## src/rtl/tia_audio_synth_if.sv

```systemverilog
// Register strobe bus shared with the TIA decoder; AUDC/AUDF/AUDV addresses arrive rebased to 0.
interface tia_audio_synth_if #(
    parameter int ADDR_WIDTH = 4,
    parameter int DATA_WIDTH = 8
);
    logic                  stb_i;
    logic                  we_i;
    logic [ADDR_WIDTH-1:0] adr_i;
    logic [DATA_WIDTH-1:0] dat_i;
    logic [DATA_WIDTH-1:0] dat_o;

    // stb_i is the valid for we_i/adr_i/dat_i and is always accepted (no ready);
    // a read returns its data in dat_o on the following cycle, which then holds.
    modport master (output stb_i, we_i, adr_i, dat_i, input dat_o);
    modport slave  (input stb_i, we_i, adr_i, dat_i, output dat_o);
endinterface

```

## src/rtl/tia_audio_synth.sv

```systemverilog
// NUM_CH TIA-style audio channels: AUDC waveform modes over poly4/5/9 LFSRs and divide
// chains, AUDF frequency division, AUDV volume, PCM mix and per-channel sigma-delta bits.
module tia_audio_synth #(
    parameter int NUM_CH     = 2,
    parameter int CLK_DIV    = 114,
    parameter int ADDR_WIDTH = 4,
    parameter int DATA_WIDTH = 8,
    parameter int MIX_W      = 4 + $clog2(NUM_CH)
) (
    input  logic                    clk_i,
    input  logic                    rst_i,
    input  logic                    enable_i,
    tia_audio_synth_if.slave        bus,
    output logic [4*NUM_CH-1:0]     level_o,
    output logic [MIX_W-1:0]        mix_o,
    output logic [NUM_CH-1:0]       pdm_o
);
    localparam int PW = (CLK_DIV > 1) ? $clog2(CLK_DIV) : 1;

    logic [PW-1:0]         presc_q, presc_d;
    logic                  tick;
    logic [DATA_WIDTH-1:0] dat_q, dat_d;
    logic [MIX_W-1:0]      mix_q, mix_d;
    logic [NUM_CH-1:0]     pdm_q, pdm_d;
    logic [NUM_CH-1:0]     cclk;

    logic [3:0] audc_q [NUM_CH];
    logic [3:0] audc_d [NUM_CH];
    logic [4:0] audf_q [NUM_CH];
    logic [4:0] audf_d [NUM_CH];
    logic [3:0] audv_q [NUM_CH];
    logic [3:0] audv_d [NUM_CH];
    logic [4:0] fcnt_q [NUM_CH];
    logic [4:0] fcnt_d [NUM_CH];
    logic [3:0] p4_q   [NUM_CH];
    logic [3:0] p4_d   [NUM_CH];
    logic [4:0] p5_q   [NUM_CH];
    logic [4:0] p5_d   [NUM_CH];
    logic [8:0] p9_q   [NUM_CH];
    logic [8:0] p9_d   [NUM_CH];
    logic [4:0] div_q  [NUM_CH];
    logic [4:0] div_d  [NUM_CH];
    logic [1:0] d3_q   [NUM_CH];
    logic [1:0] d3_d   [NUM_CH];
    logic       out_q  [NUM_CH];
    logic       out_d  [NUM_CH];
    logic [3:0] lvl_q  [NUM_CH];
    logic [3:0] lvl_d  [NUM_CH];
    logic [3:0] acc_q  [NUM_CH];
    logic [3:0] acc_d  [NUM_CH];
    logic [4:0] acc_sum[NUM_CH];

    logic unused_dat;
    assign unused_dat = ^bus.dat_i[DATA_WIDTH-1:5];

    function automatic logic [3:0] step4(input logic [3:0] p);
        return {p[2:0], p[3] ^ p[2]};
    endfunction

    function automatic logic [4:0] step5(input logic [4:0] p);
        return {p[3:0], p[4] ^ p[2]};
    endfunction

    function automatic logic [8:0] step9(input logic [8:0] p);
        return {p[7:0], p[8] ^ p[4]};
    endfunction

    function automatic logic [4:0] div31(input logic [4:0] d);
        return (d >= 5'd30) ? 5'd0 : d + 5'd1;
    endfunction

    function automatic logic [1:0] div3(input logic [1:0] d);
        return (d >= 2'd2) ? 2'd0 : d + 2'd1;
    endfunction

    always_comb begin
        tick    = enable_i && (presc_q == PW'(CLK_DIV - 1));
        presc_d = presc_q;
        if (enable_i) presc_d = tick ? '0 : presc_q + 1'b1;
    end

    // Register file: address = sel*NUM_CH + ch; unmatched addresses fall through and read 0.
    always_comb begin
        dat_d = dat_q;
        if (bus.stb_i && !bus.we_i) dat_d = '0;
        for (int c = 0; c < NUM_CH; c++) begin
            audc_d[c] = audc_q[c];
            audf_d[c] = audf_q[c];
            audv_d[c] = audv_q[c];
            if (bus.stb_i && int'(bus.adr_i) == c) begin
                if (bus.we_i) audc_d[c] = bus.dat_i[3:0];
                else          dat_d     = DATA_WIDTH'(audc_q[c]);
            end
            if (bus.stb_i && int'(bus.adr_i) == NUM_CH + c) begin
                if (bus.we_i) audf_d[c] = bus.dat_i[4:0];
                else          dat_d     = DATA_WIDTH'(audf_q[c]);
            end
            if (bus.stb_i && int'(bus.adr_i) == 2*NUM_CH + c) begin
                if (bus.we_i) audv_d[c] = bus.dat_i[3:0];
                else          dat_d     = DATA_WIDTH'(audv_q[c]);
            end
        end
    end

    always_comb begin
        pdm_d = '0;
        mix_d = '0;
        cclk  = '0;
        for (int c = 0; c < NUM_CH; c++) begin
            fcnt_d[c] = fcnt_q[c];
            p4_d[c]   = p4_q[c];
            p5_d[c]   = p5_q[c];
            p9_d[c]   = p9_q[c];
            div_d[c]  = div_q[c];
            d3_d[c]   = d3_q[c];
            out_d[c]  = out_q[c];
            // >= rather than == so a lowered AUDF wraps on the very next tick.
            cclk[c] = tick && (fcnt_q[c] >= audf_q[c]);
            if (tick) fcnt_d[c] = cclk[c] ? 5'd0 : fcnt_q[c] + 5'd1;
            if (cclk[c]) begin
                case (audc_q[c])
                    4'd0, 4'd11: out_d[c] = 1'b1;
                    4'd1: begin
                        p4_d[c]  = step4(p4_q[c]);
                        out_d[c] = p4_d[c][3];
                    end
                    4'd2: begin
                        if (div_q[c] >= 5'd14) begin
                            div_d[c] = 5'd0;
                            p4_d[c]  = step4(p4_q[c]);
                        end else begin
                            div_d[c] = div_q[c] + 5'd1;
                        end
                        out_d[c] = p4_d[c][3];
                    end
                    4'd3: begin
                        p5_d[c] = step5(p5_q[c]);
                        if (p5_d[c][4]) p4_d[c] = step4(p4_q[c]);
                        out_d[c] = p4_d[c][3];
                    end
                    4'd4, 4'd5: out_d[c] = ~out_q[c];
                    4'd6, 4'd10: begin
                        div_d[c] = div31(div_q[c]);
                        out_d[c] = (div_d[c] < 5'd13);
                    end
                    4'd7, 4'd9: begin
                        p5_d[c]  = step5(p5_q[c]);
                        out_d[c] = p5_d[c][4];
                    end
                    4'd8: begin
                        p9_d[c]  = step9(p9_q[c]);
                        out_d[c] = p9_d[c][8];
                    end
                    4'd12, 4'd13: begin
                        d3_d[c] = div3(d3_q[c]);
                        if (d3_q[c] >= 2'd2) out_d[c] = ~out_q[c];
                    end
                    4'd14: begin
                        d3_d[c] = div3(d3_q[c]);
                        if (d3_q[c] >= 2'd2) div_d[c] = div31(div_q[c]);
                        out_d[c] = (div_d[c] < 5'd13);
                    end
                    default: begin
                        p5_d[c] = step5(p5_q[c]);
                        if (p5_d[c][4]) begin
                            d3_d[c] = div3(d3_q[c]);
                            if (d3_q[c] >= 2'd2) out_d[c] = ~out_q[c];
                        end
                    end
                endcase
            end
            lvl_d[c]   = out_d[c] ? audv_q[c] : 4'd0;
            acc_sum[c] = {1'b0, acc_q[c]} + {1'b0, lvl_q[c]};
            acc_d[c]   = acc_sum[c][3:0];
            pdm_d[c]   = acc_sum[c][4];
            mix_d      = mix_d + MIX_W'(lvl_q[c]);
        end
    end

    always_ff @(posedge clk_i or posedge rst_i) begin
        if (rst_i) begin
            presc_q <= '0;
            dat_q   <= '0;
            mix_q   <= '0;
            pdm_q   <= '0;
            for (int c = 0; c < NUM_CH; c++) begin
                audc_q[c] <= '0;
                audf_q[c] <= '0;
                audv_q[c] <= '0;
                fcnt_q[c] <= '0;
                p4_q[c]   <= 4'hF;
                p5_q[c]   <= 5'h1F;
                p9_q[c]   <= 9'h1FF;
                div_q[c]  <= '0;
                d3_q[c]   <= '0;
                out_q[c]  <= 1'b0;
                lvl_q[c]  <= '0;
                acc_q[c]  <= '0;
            end
        end else begin
            presc_q <= presc_d;
            dat_q   <= dat_d;
            mix_q   <= mix_d;
            pdm_q   <= pdm_d;
            audc_q  <= audc_d;
            audf_q  <= audf_d;
            audv_q  <= audv_d;
            fcnt_q  <= fcnt_d;
            p4_q    <= p4_d;
            p5_q    <= p5_d;
            p9_q    <= p9_d;
            div_q   <= div_d;
            d3_q    <= d3_d;
            out_q   <= out_d;
            lvl_q   <= lvl_d;
            acc_q   <= acc_d;
        end
    end

    for (genvar g = 0; g < NUM_CH; g++) begin : g_level
        assign level_o[4*g +: 4] = lvl_q[g];
    end

    assign bus.dat_o = dat_q;
    assign mix_o     = mix_q;
    assign pdm_o     = pdm_q;
endmodule

```

## src/flat_wrapper.sv

```systemverilog
// flat-port wrapper written by rule: the top's interface ports become plain ports
module tia_audio_synth_flat 
#(
    parameter int NUM_CH     = 2,
    parameter int CLK_DIV    = 114,
    parameter int ADDR_WIDTH = 4,
    parameter int DATA_WIDTH = 8,
    parameter int MIX_W      = 4 + $clog2(NUM_CH)
)
  (clk_i, rst_i, enable_i, level_o, mix_o, pdm_o, bus_stb_i, bus_we_i, bus_adr_i, bus_dat_i, bus_dat_o);
  tia_audio_synth_if #(.ADDR_WIDTH(ADDR_WIDTH), .DATA_WIDTH(DATA_WIDTH)) bus_i ();
  input  logic clk_i;
  input  logic rst_i;
  input  logic enable_i;
  output logic [4*NUM_CH-1:0] level_o;
  output logic [MIX_W-1:0] mix_o;
  output logic [NUM_CH-1:0] pdm_o;
  input wire logic [$bits(bus_i.stb_i)-1:0] bus_stb_i;
  input wire logic [$bits(bus_i.we_i)-1:0] bus_we_i;
  input wire logic [$bits(bus_i.adr_i)-1:0] bus_adr_i;
  input wire logic [$bits(bus_i.dat_i)-1:0] bus_dat_i;
  output wire logic [$bits(bus_i.dat_o)-1:0] bus_dat_o;
  assign bus_i.stb_i = bus_stb_i;
  assign bus_i.we_i = bus_we_i;
  assign bus_i.adr_i = bus_adr_i;
  assign bus_i.dat_i = bus_dat_i;
  assign bus_dat_o = bus_i.dat_o;
  tia_audio_synth #(.NUM_CH(NUM_CH), .CLK_DIV(CLK_DIV), .ADDR_WIDTH(ADDR_WIDTH), .DATA_WIDTH(DATA_WIDTH), .MIX_W(MIX_W)) u_core (.clk_i(clk_i), .rst_i(rst_i), .enable_i(enable_i), .bus(bus_i), .level_o(level_o), .mix_o(mix_o), .pdm_o(pdm_o));
endmodule
```

## config.mk

```make
export PLATFORM = sky130hd
export DESIGN_NAME = tia_audio_synth_flat
export DESIGN_NICKNAME = d
export VERILOG_FILES = /design/src/rtl/tia_audio_synth_if.sv /design/src/rtl/tia_audio_synth.sv /design/src/flat_wrapper.sv
export SDC_FILE = /design/constraint.sdc
export NUM_CORES = 1
export LEC_CHECK = 0
export CORE_MARGIN = 8
export CORE_UTILIZATION = 50
export DETAILED_ROUTE_END_ITERATION = 12
export GPL_TIMING_DRIVEN = 0
export PLACE_DENSITY = 0.69
export SYNTH_ARGS = -nofsm -noshare
export SYNTH_HDL_FRONTEND = slang
export SYNTH_SLANG_ARGS = --single-unit
```

## constraint.sdc

```tcl
create_clock -name clk_i -period 5 [get_ports clk_i]
set_input_delay 0.75 -clock clk_i [delete_from_list [all_inputs] [get_ports clk_i]]
set_output_delay 0.75 -clock clk_i [all_outputs]
set_load 0.005 [all_outputs]
```

# Word level (Yosys, flattened, before mapping)
# Cells that the tools add are included.
[word_totals]
output_inout_bits = 23
in_bits = 17
word_cells = 206
ff_bits = 126
[classes]
n_mux = 50
eq_ne = 38
bitwise_logic = 12
order_cmp = 12
n_addsub = 10
reduce_logical = 54
[ops]
columns = ["op", "n"]
rows = [
  ["2-to-1 mux 8 bit", 13],
  ["== test 4 bit (second input constant)", 16],
  ["2-to-1 mux 5 bit", 12],
  ["OR reduction 12 bit", 4],
  ["== test 4 x 3 -> 1 bit (second input constant)", 10],
  ["case mux 5 bit (3 select lines)", 2],
  ["AND reduction 2 bit", 14],
  ["2-to-1 mux 4 bit", 6],
  ["case mux 4 bit (3 select lines)", 2],
  ["adder 5 x 1 -> 5 bit (second input constant)", 4],
  ["== test 4 x 2 -> 1 bit (second input constant)", 5],
  ["less-than comparator 5 x 4 -> 1 bit (second input constant)", 4],
  ["case mux 1 bit (10 select lines)", 2],
  ["OR reduction 2 bit", 10],
  ["adder 4 x 4 -> 5 bit", 3],
  ["logical NOT 4 bit", 3],
  ["nonzero test 3 bit", 4],
  [">= comparator 5 x 4 -> 1 bit (second input constant)", 2],
  [">= comparator 5 bit", 2],
  [">= comparator 5 bit (second input constant)", 2],
  ["logical AND 1 bit", 10],
  ["== test 4 x 1 -> 1 bit (second input constant)", 2],
  ["2-to-1 mux 2 bit", 4],
  ["inequality test 2 x 1 -> 1 bit (second input constant)", 4],
  ["14 further kinds", 36],
]

# Depth between registers and ports, before layout
# Gate-level depths: netlist (run 1).
[logic_depth]
depth_word = 15
ltp_mapped = 9
depth_no_buf = 8

# Worst setup path before layout (run 1)
# OpenSTA, ideal clock, no wires.
[synth_path]
path_type = "input port to flip-flop"
from = "input port enable_i"
to = "register u_core.d3_q[0] (netlist name)"
required_time_ps = 4875
setup_ps = 125
arrival_ps = 2220
cell_stages = 5
n_path_buf = 1
setup_slack_ps = 2656
path_cell_list = "clkbuf_1 > nor4b_4 > nand2_2 > nor3_1 > mux2_2"
[synth_via]
elab_chain_len = 3
[synth_lines]
columns = ["element", "line_no", "source"]
rows = [
  ["from (decl)", "flat_wrapper.sv:14", "input logic enable_i;"],
  ["logical AND 1 bit", "tia_audio_synth.sv:77", "tick = enable_i && (presc_q == PW'(CLK_DIV - 1));"],
  ["logical AND 1 bit", "tia_audio_synth.sv:118", "cclk[c] = tick && (fcnt_q[c] >= audf_q[c]);"],
  ["AND reduction 3 bit (no line)", "-", ""],
  ["to (signal, indexed assignment)", "tia_audio_synth.sv:195", "d3_q[c] <= '0;"],
  ["to (signal assigned)", "tia_audio_synth.sv:213", "d3_q <= d3_d;"],
  ["to (decl)", "tia_audio_synth.sv:43", "logic [1:0] d3_q [NUM_CH];"],
]
# No other way between the ends.
# A chain may end at the register's enable or synchronous reset.

==> flow_summary.yaml, run 1 <==
setup_path:
  worstPathMaxFanout: 9
  worstSetupPathType: "reg -> reg"
  start_kind: "register"
  endpoint_kind: "register"
  worstPathArrival_ps: 3010
  cp.required_ps: 5280
clock_network:
  hold_buffers: 0
  cts_setup_buffers: 0
  cts_buffers: 17
  cts_root_buf: "clkbuf_16"
  cts_sinks: 126
  tritoncts: "yes"
  ctsResizeCount: 0
  clock_latency_ps: 420
  cts.clk_slew.worst_paths_ps: 60
  clockBufferDepth: 2
  htreeDepth: 4
cells_and_area:
  fillers: 1102
  drive_gt1_frac: 0.2034
  seq_area_um2: 3198
  antenna_cells: 0
  nets: 750
  multi_input_area_um2: 3407
  area_growth_syn_to_layout_pct: 17.22
  layout_common_cells: "dfrtp_1, mux2_2, nand2_1, o21ai_0"
  fin_cells: 889
  final_common_cell: "dfrtp_1"
  final_core_util: 0.6034
power_and_ir_drop:
  p_clk_frac: 0.432
  intPower_mw: 2.037
  ir_drop_v: 0.0002370
  power.density_nw_per_um2: 349.8
  total_power_mw: 2.806
  power_switching_mw: 0.7695
  switching_share: 0.2742
  power.combinational.fraction: 0.146
  leakage_nw: 3.521
  p_seq_frac: 0.422
placement:
  gp_congestion: 0.8738
  pre_cts_slack_ps: 2017
  port_buffers: 34
  dp_hpwl_um: 10810
  dp_cells: 857
timing:
  worst_pin_slew_ps: 923.5
  skew_ps: 11.67
  fmax_ghz: 0.3662
  max_slew_margin: 0.3757
  maxSlewViolCount: 0
  fin_ws_ps: 2269
  rsz0062_at_grt: "false"
  min_period_ps: 2731
  finalSetupViolations: 0
  hold_viol_final: 0
  fin_setup_tns_ps: 0
  finalCritPeriodShare: 0.5461
floorplan:
  dieArea_um2: 17690
  core_um2: 13300
  fp.dieH_um: 133.0
  rows: 42
  io_pins: 40
  die_w_um: 133.0
  start_util: 0.5148
synth:
  synth_cell_types: 71
  synth_cells: 646
  yosys.area_share.simple: 0.1422
  synthAdderAreaFrac: 0.06362
  synthXorXnorAreaFrac: 0.03327
  seq_area_frac_synth: 0.4673
  synth-compound-area-share: 0.1404
  synth_area_per_cell_um2: 10.59
  synth_top_family_by_area: "simple AND/OR/NAND/NOR gates"
  synth_flop_cell: "dfrtp_1"
  synthDominantCellAreaShare: 0.3291
  synth_edf_count: 0
  synth_mux_area_frac: 0.1183
  ys_async_sr_fraction: 1.000
  synth_largest_area_cell: "dfrtp_1"
  synth_nets: 696
  synth_seq_cells: 126
  yosysWarnings: 0
  synthTopCellsByArea: "dfrtp_1, dfstp_2, mux2_2"
  syn_area_um2: 6844
detailed_routing:
  dr.pass1.iters: 5
  num_vias: 5223
  via_per_inst: 5.875
  final_antenna_net_count: 0
  wire_per_inst_um: 17.09
  drt_wl_total_um: 15200
  first_iter_violations: 423
  drc: 0
global_route:
  grt_max_degree: 101
  grt_usage: 0.1778
  grt_antenna_before_repair: 0
  grt_pass1_vias: 5237
  grt-ovfl-total: 0
  grt_first_pass_wirelength_um: 25500
worst_hold_path:
  min_path_type: "reg -> reg"
run_status:
  status: "completed"
flow_run:
  maxCapViolCount: 0
sequential cells by signal (all words and copies together), names as in the netlist, 10 cells and up:
signal         count
u_core.p5_q       10
u_core.p9_q       18
u_core.div_q      10
u_core.fcnt_q     10
u_core.audf_q     10
Yosys cell counts (3+ instances only):
| cell | count |
|---|---|
| clkbuf_1 | 21 |
| mux2_2 | 60 |
| and2_1 | 6 |
| nor3_1 | 11 |
| a31oi_1 | 5 |
| dfstp_2 | 36 |
| o211ai_1 | 3 |
| o221ai_1 | 4 |
| a22oi_1 | 7 |
| a21oi_1 | 26 |
| nor2_1 | 36 |
| nand4_1 | 10 |
| nand2b_1 | 11 |
| ha_1 | 30 |
| mux2i_1 | 10 |
| xor2_1 | 10 |
| nand2_1 | 52 |
| buf_2 | 5 |
| nor3b_1 | 11 |
| nand3_1 | 13 |
| a22o_1 | 6 |
| inv_1 | 33 |
| a21o_1 | 10 |
| dfrtp_1 | 90 |
| nor2b_1 | 13 |
| mux2_1 | 3 |
| o21ai_0 | 50 |
| fa_1 | 3 |
| xnor2_1 | 16 |
cell families after synthesis:
kind of cell               count (synthesis)
AOI/OAI and AO/OA                        144
adders and majority gates                 33
xor gates and xnor gates                  26
muxes                                     73
and+or+nand+nor                          183
DFF                                      126
buffers and inverters                     61
area by class of cell:
type / count / share of cell area
multi-input combinational: 459 / 0.4247
sequential: 126 / 0.3986
clock buffer: 22 / 0.05911
timing repair buffer: 35 / 0.04585
tap: 176 / 0.02745
inverter: 33 / 0.01606
buffer: 28 / 0.01435
clock inverter: 10 / 0.01388
path summary, 6_finish.rpt:
path	startpoint	endpoint	cells past startpoint	slack [ps]
max in group asynchronous	rst_i	u_core.level_o[4]	3	3570
hold reg to reg	u_core.acc_q[0]	u_core.acc_q[0]	1	470
setup reg to reg	u_core.div_q[6]	u_core.level_o[0]	7	2270
min in group asynchronous	rst_i	u_core.bus.dat_o[5]	2	660
setup / recovery	u_core.div_q[6]	u_core.level_o[0]	7	2270
hold / removal	u_core.acc_q[0]	u_core.acc_q[0]	1	470
per-layer routing:
metal  vias up  part of all wire  GRT usage  wire, um
met5         -                 0          0         0
met4         0             0.021    0.08644       322
met3        27             0.059    0.04504       896
met2       182              0.47     0.2829      7200
met1      2578              0.45     0.2209      6777
li1       2436                 -          -         -
power by group through the flow:
stage | Combinational [mW] | Clock, mW | Sequential, mW
2_1_floorplan | 0.297 | 0 | 1.17
3_3_place_gp | 0.387 | 0 | 1.19
3_5_place_dp | 0.406 | 0 | 1.20
4_1_cts | 0.409 | 1.24 | 1.18
5_1_grt | 0.461 | 1.28 | 1.19
6_report | 0.411 | 1.21 | 1.18
critical path, stage by stage (launching register included):
cell       delay (ps)
dfrtp_1           470
ha_1              190
clkbuf_1          290
xnor2_1           110
a2111oi_0         620
o22ai_1           280
a2111oi_4         540
nor3b_1           110
through the flow:
stage	area, um2	hold slack [ps]
final	8023	465.8
after global routing	8023	477.7
after CTS	8023	472.2
after detailed placement	7437	459.9
after global placement	7405	453.0
after floorplan	6844	443.0
(Power assumes the default switching activity.)
==> run 2: changes to the inputs <==
==> constraint.sdc (replaced) <==
create_clock -name clk_i -period 2.71 [get_ports clk_i]
set_input_delay 0.4065 -clock clk_i [delete_from_list [all_inputs] [get_ports clk_i]]
set_output_delay 0.4065 -clock clk_i [all_outputs]
set_load 0.005 [all_outputs]
==> run 2 against run 1 <==
  * Worst setup slack worse by 2100 ps
  * Sequential share of layout area down 0.41 points
  * Total power up 93%
  * Register-to-register slack worse by 2100 ps
  * Wire length about the same
  * Die area unchanged
  * Non-clock buffer count up 3
  * Core utilization up 0.63 points
  * Sequential power up 85%
  * Hold slack worse by 51 ps
  * Critical path type unchanged
==> flow_summary.yaml, run 2 (same netlist as run 1, synthesis figures left out) <==
detailed_routing:
  dr.pass1.iters: 5
  drc: 0
  drt_wl_total_um: 15200
  via_per_inst: 5.756
  wire_per_inst_um: 17.03
  first_iter_violations: 406
  final_antenna_net_count: 0
  num_vias: 5134
clock_network:
  htreeDepth: 4
  hold_buffers: 0
  clock_latency_ps: 410
  cts.clk_slew.worst_paths_ps: 50
  cts_buffers: 17
  tritoncts: "yes"
  cts_sinks: 126
  cts_root_buf: "clkbuf_16"
  clockBufferDepth: 2
setup_path:
  start_kind: "register"
  reg2reg_to: "u_core.div_q[1]"
  worstSetupPathType: "reg -> reg"
  crit_top_cell: "o21ai_0"
  r2r_cells: 9
  startpoint: "u_core.fcnt_q[0]"
  cpPeakStageDelay_ps: 440
  cp-endpoint: "u_core.div_q[1]"
  path_cells: "inv_1, ha_1, nand2b_1, a31oi_1, o21ai_0, clkbuf_2, nand3_1, a21o_1, o21ai_0"
  worst_path_max_delay_cell: "o21ai_0"
  rr_startpoint: "u_core.fcnt_q[0]"
  endpoint_kind: "register"
  cp.required_ps: 3040
  worstPathMaxFanout: 10
  r2r_slack_ps: 180
  worstPathArrival_ps: 2850
cells_and_area:
  area_growth_syn_to_layout_pct: 18.45
  fillers: 1051
  nets: 753
  regMostFlops: "u_core.p9_q"
  drive_gt1_frac: 0.2081
  layout_common_cells: "dfrtp_1, mux2_2, nand2_1, o21ai_0"
  final_common_cell: "dfrtp_1"
  antenna_cells: 0
  final_core_util: 0.6097
  largest_register_ff_count: 18
power_and_ir_drop:
  p_clk_frac: 0.457
  intPower_mw: 3.988
  power.combinational.fraction: 0.139
  ir_drop_v: 0.0005632
  power_switching_mw: 1.426
  switching_share: 0.2634
  p_seq_frac: 0.403
  leakage_nw: 3.574
  power.density_nw_per_um2: 667.9
global_route:
  grt_antenna_before_repair: 0
  grt_max_degree: 45
  grt_usage: 0.1798
  grt_pass1_vias: 5306
  grt_first_pass_wirelength_um: 25890
  grt-ovfl-total: 0
floorplan:
  start_util: 0.5148
  core_um2: 13300
  fp.dieH_um: 133.0
  die_w_um: 133.0
  dieArea_um2: 17690
  rows: 42
  io_pins: 40
placement:
  port_buffers: 34
  dp_hpwl_um: 10750
  gp_congestion: 0.8311
timing:
  worst_pin_slew_ps: 919.4
  hold_viol_final: 0
  finalSetupViolations: 0
  finalCritPeriodShare: 0.9332
  skew_ps: 6.857
  max_slew_margin: 0.3858
  fin_setup_tns_ps: 0
  maxSlewViolCount: 0
  fmax_ghz: 0.3954
  min_period_ps: 2529
  rsz0062_at_grt: "false"
flow_run:
  maxCapViolCount: 0
worst_hold_path:
  min_path_type: "in -> reg"
  hold_depth: 3
run_status:
  status: "completed"
## run 2: area by class of cell
type / instances / area (um2) / area share
Clock buffer: 20 / 446.7 / 0.05510
Sequential cell: 126 / 3198 / 0.3945
Clock inverter: 12 / 191.4 / 0.02361
Buffer: 27 / 112.6 / 0.01389
Timing Repair Buffer: 39 / 402.9 / 0.04970
Tap cell: 176 / 220.2 / 0.02716
Multi-Input combinational cell: 459 / 3407 / 0.4203
Inverter: 33 / 127.6 / 0.01574
## run 2: what timing repair did
item	4_1_cts	5_1_grt
gates resized for setup	1	0
setup buffers	0	3
setup endpoints to repair	11	12
pin swaps	0	2
## run 2: how the worst min path moves through the flow
stage / from / to / slack, ps
global placement: u_core.acc_q[0] / u_core.acc_q[0] / 450
global route: enable_i / u_core.presc_q[1] / 450
detailed placement: u_core.acc_q[0] / u_core.acc_q[0] / 460
CTS: enable_i / u_core.presc_q[1] / 390
floorplan: u_core.acc_q[0] / u_core.acc_q[0] / 440
finish: enable_i / u_core.presc_q[1] / 410
## run 2: stage by stage
| stage | std cells | power (mW) | hold slack, ps | cell area [um2] | setup WS [ps] |
|---|---|---|---|---|---|
| after global routing | 892 | 5.650 | 450.1 | 8107 | 7.977 |
| after CTS | 890 | 5.459 | 388.3 | 8088 | 88.87 |
| after global placement | 856 | 2.909 | 452.7 | 7408 | -340.0 |
| final | 892 | 5.415 | 414.7 | 8107 | 181.1 |
| after detailed placement | 858 | 2.954 | 459.6 | 7448 | -15.79 |
| after floorplan | 646 | 2.711 | 443.0 | 6848 | 617.5 |
## run 2: power by group through the flow
stage                     clock network (mW)  registers (mW)  logic (mW)
after CTS                               2.52            2.18       0.757
after detailed placement                   0            2.21       0.747
after global placement                     0            2.20       0.710
after global routing                    2.60            2.20       0.850
final                                   2.48            2.18       0.755
after floorplan                            0            2.16       0.548
## run 2: per-layer routing
| layer | global-route usage | up-vias | wire length (um) |
|---|---|---|---|
| met5 | 0 | - | 0 |
| met4 | 0.06751 | 0 | 347 |
| met3 | 0.04769 | 25 | 906 |
| met2 | 0.2930 | 157 | 7104 |
| met1 | 0.2236 | 2515 | 6836 |
| li1 | - | 2437 | - |
## run 2: worst max-delay path, delay by kind of cell (launching register included)
family,cells,cell delay [ps]
and+or+nand+nor,2,390
adders and majority gates,1,290
buffers and inverters,2,460
AOI/OAI and AO/OA,4,930
DFF,1,380
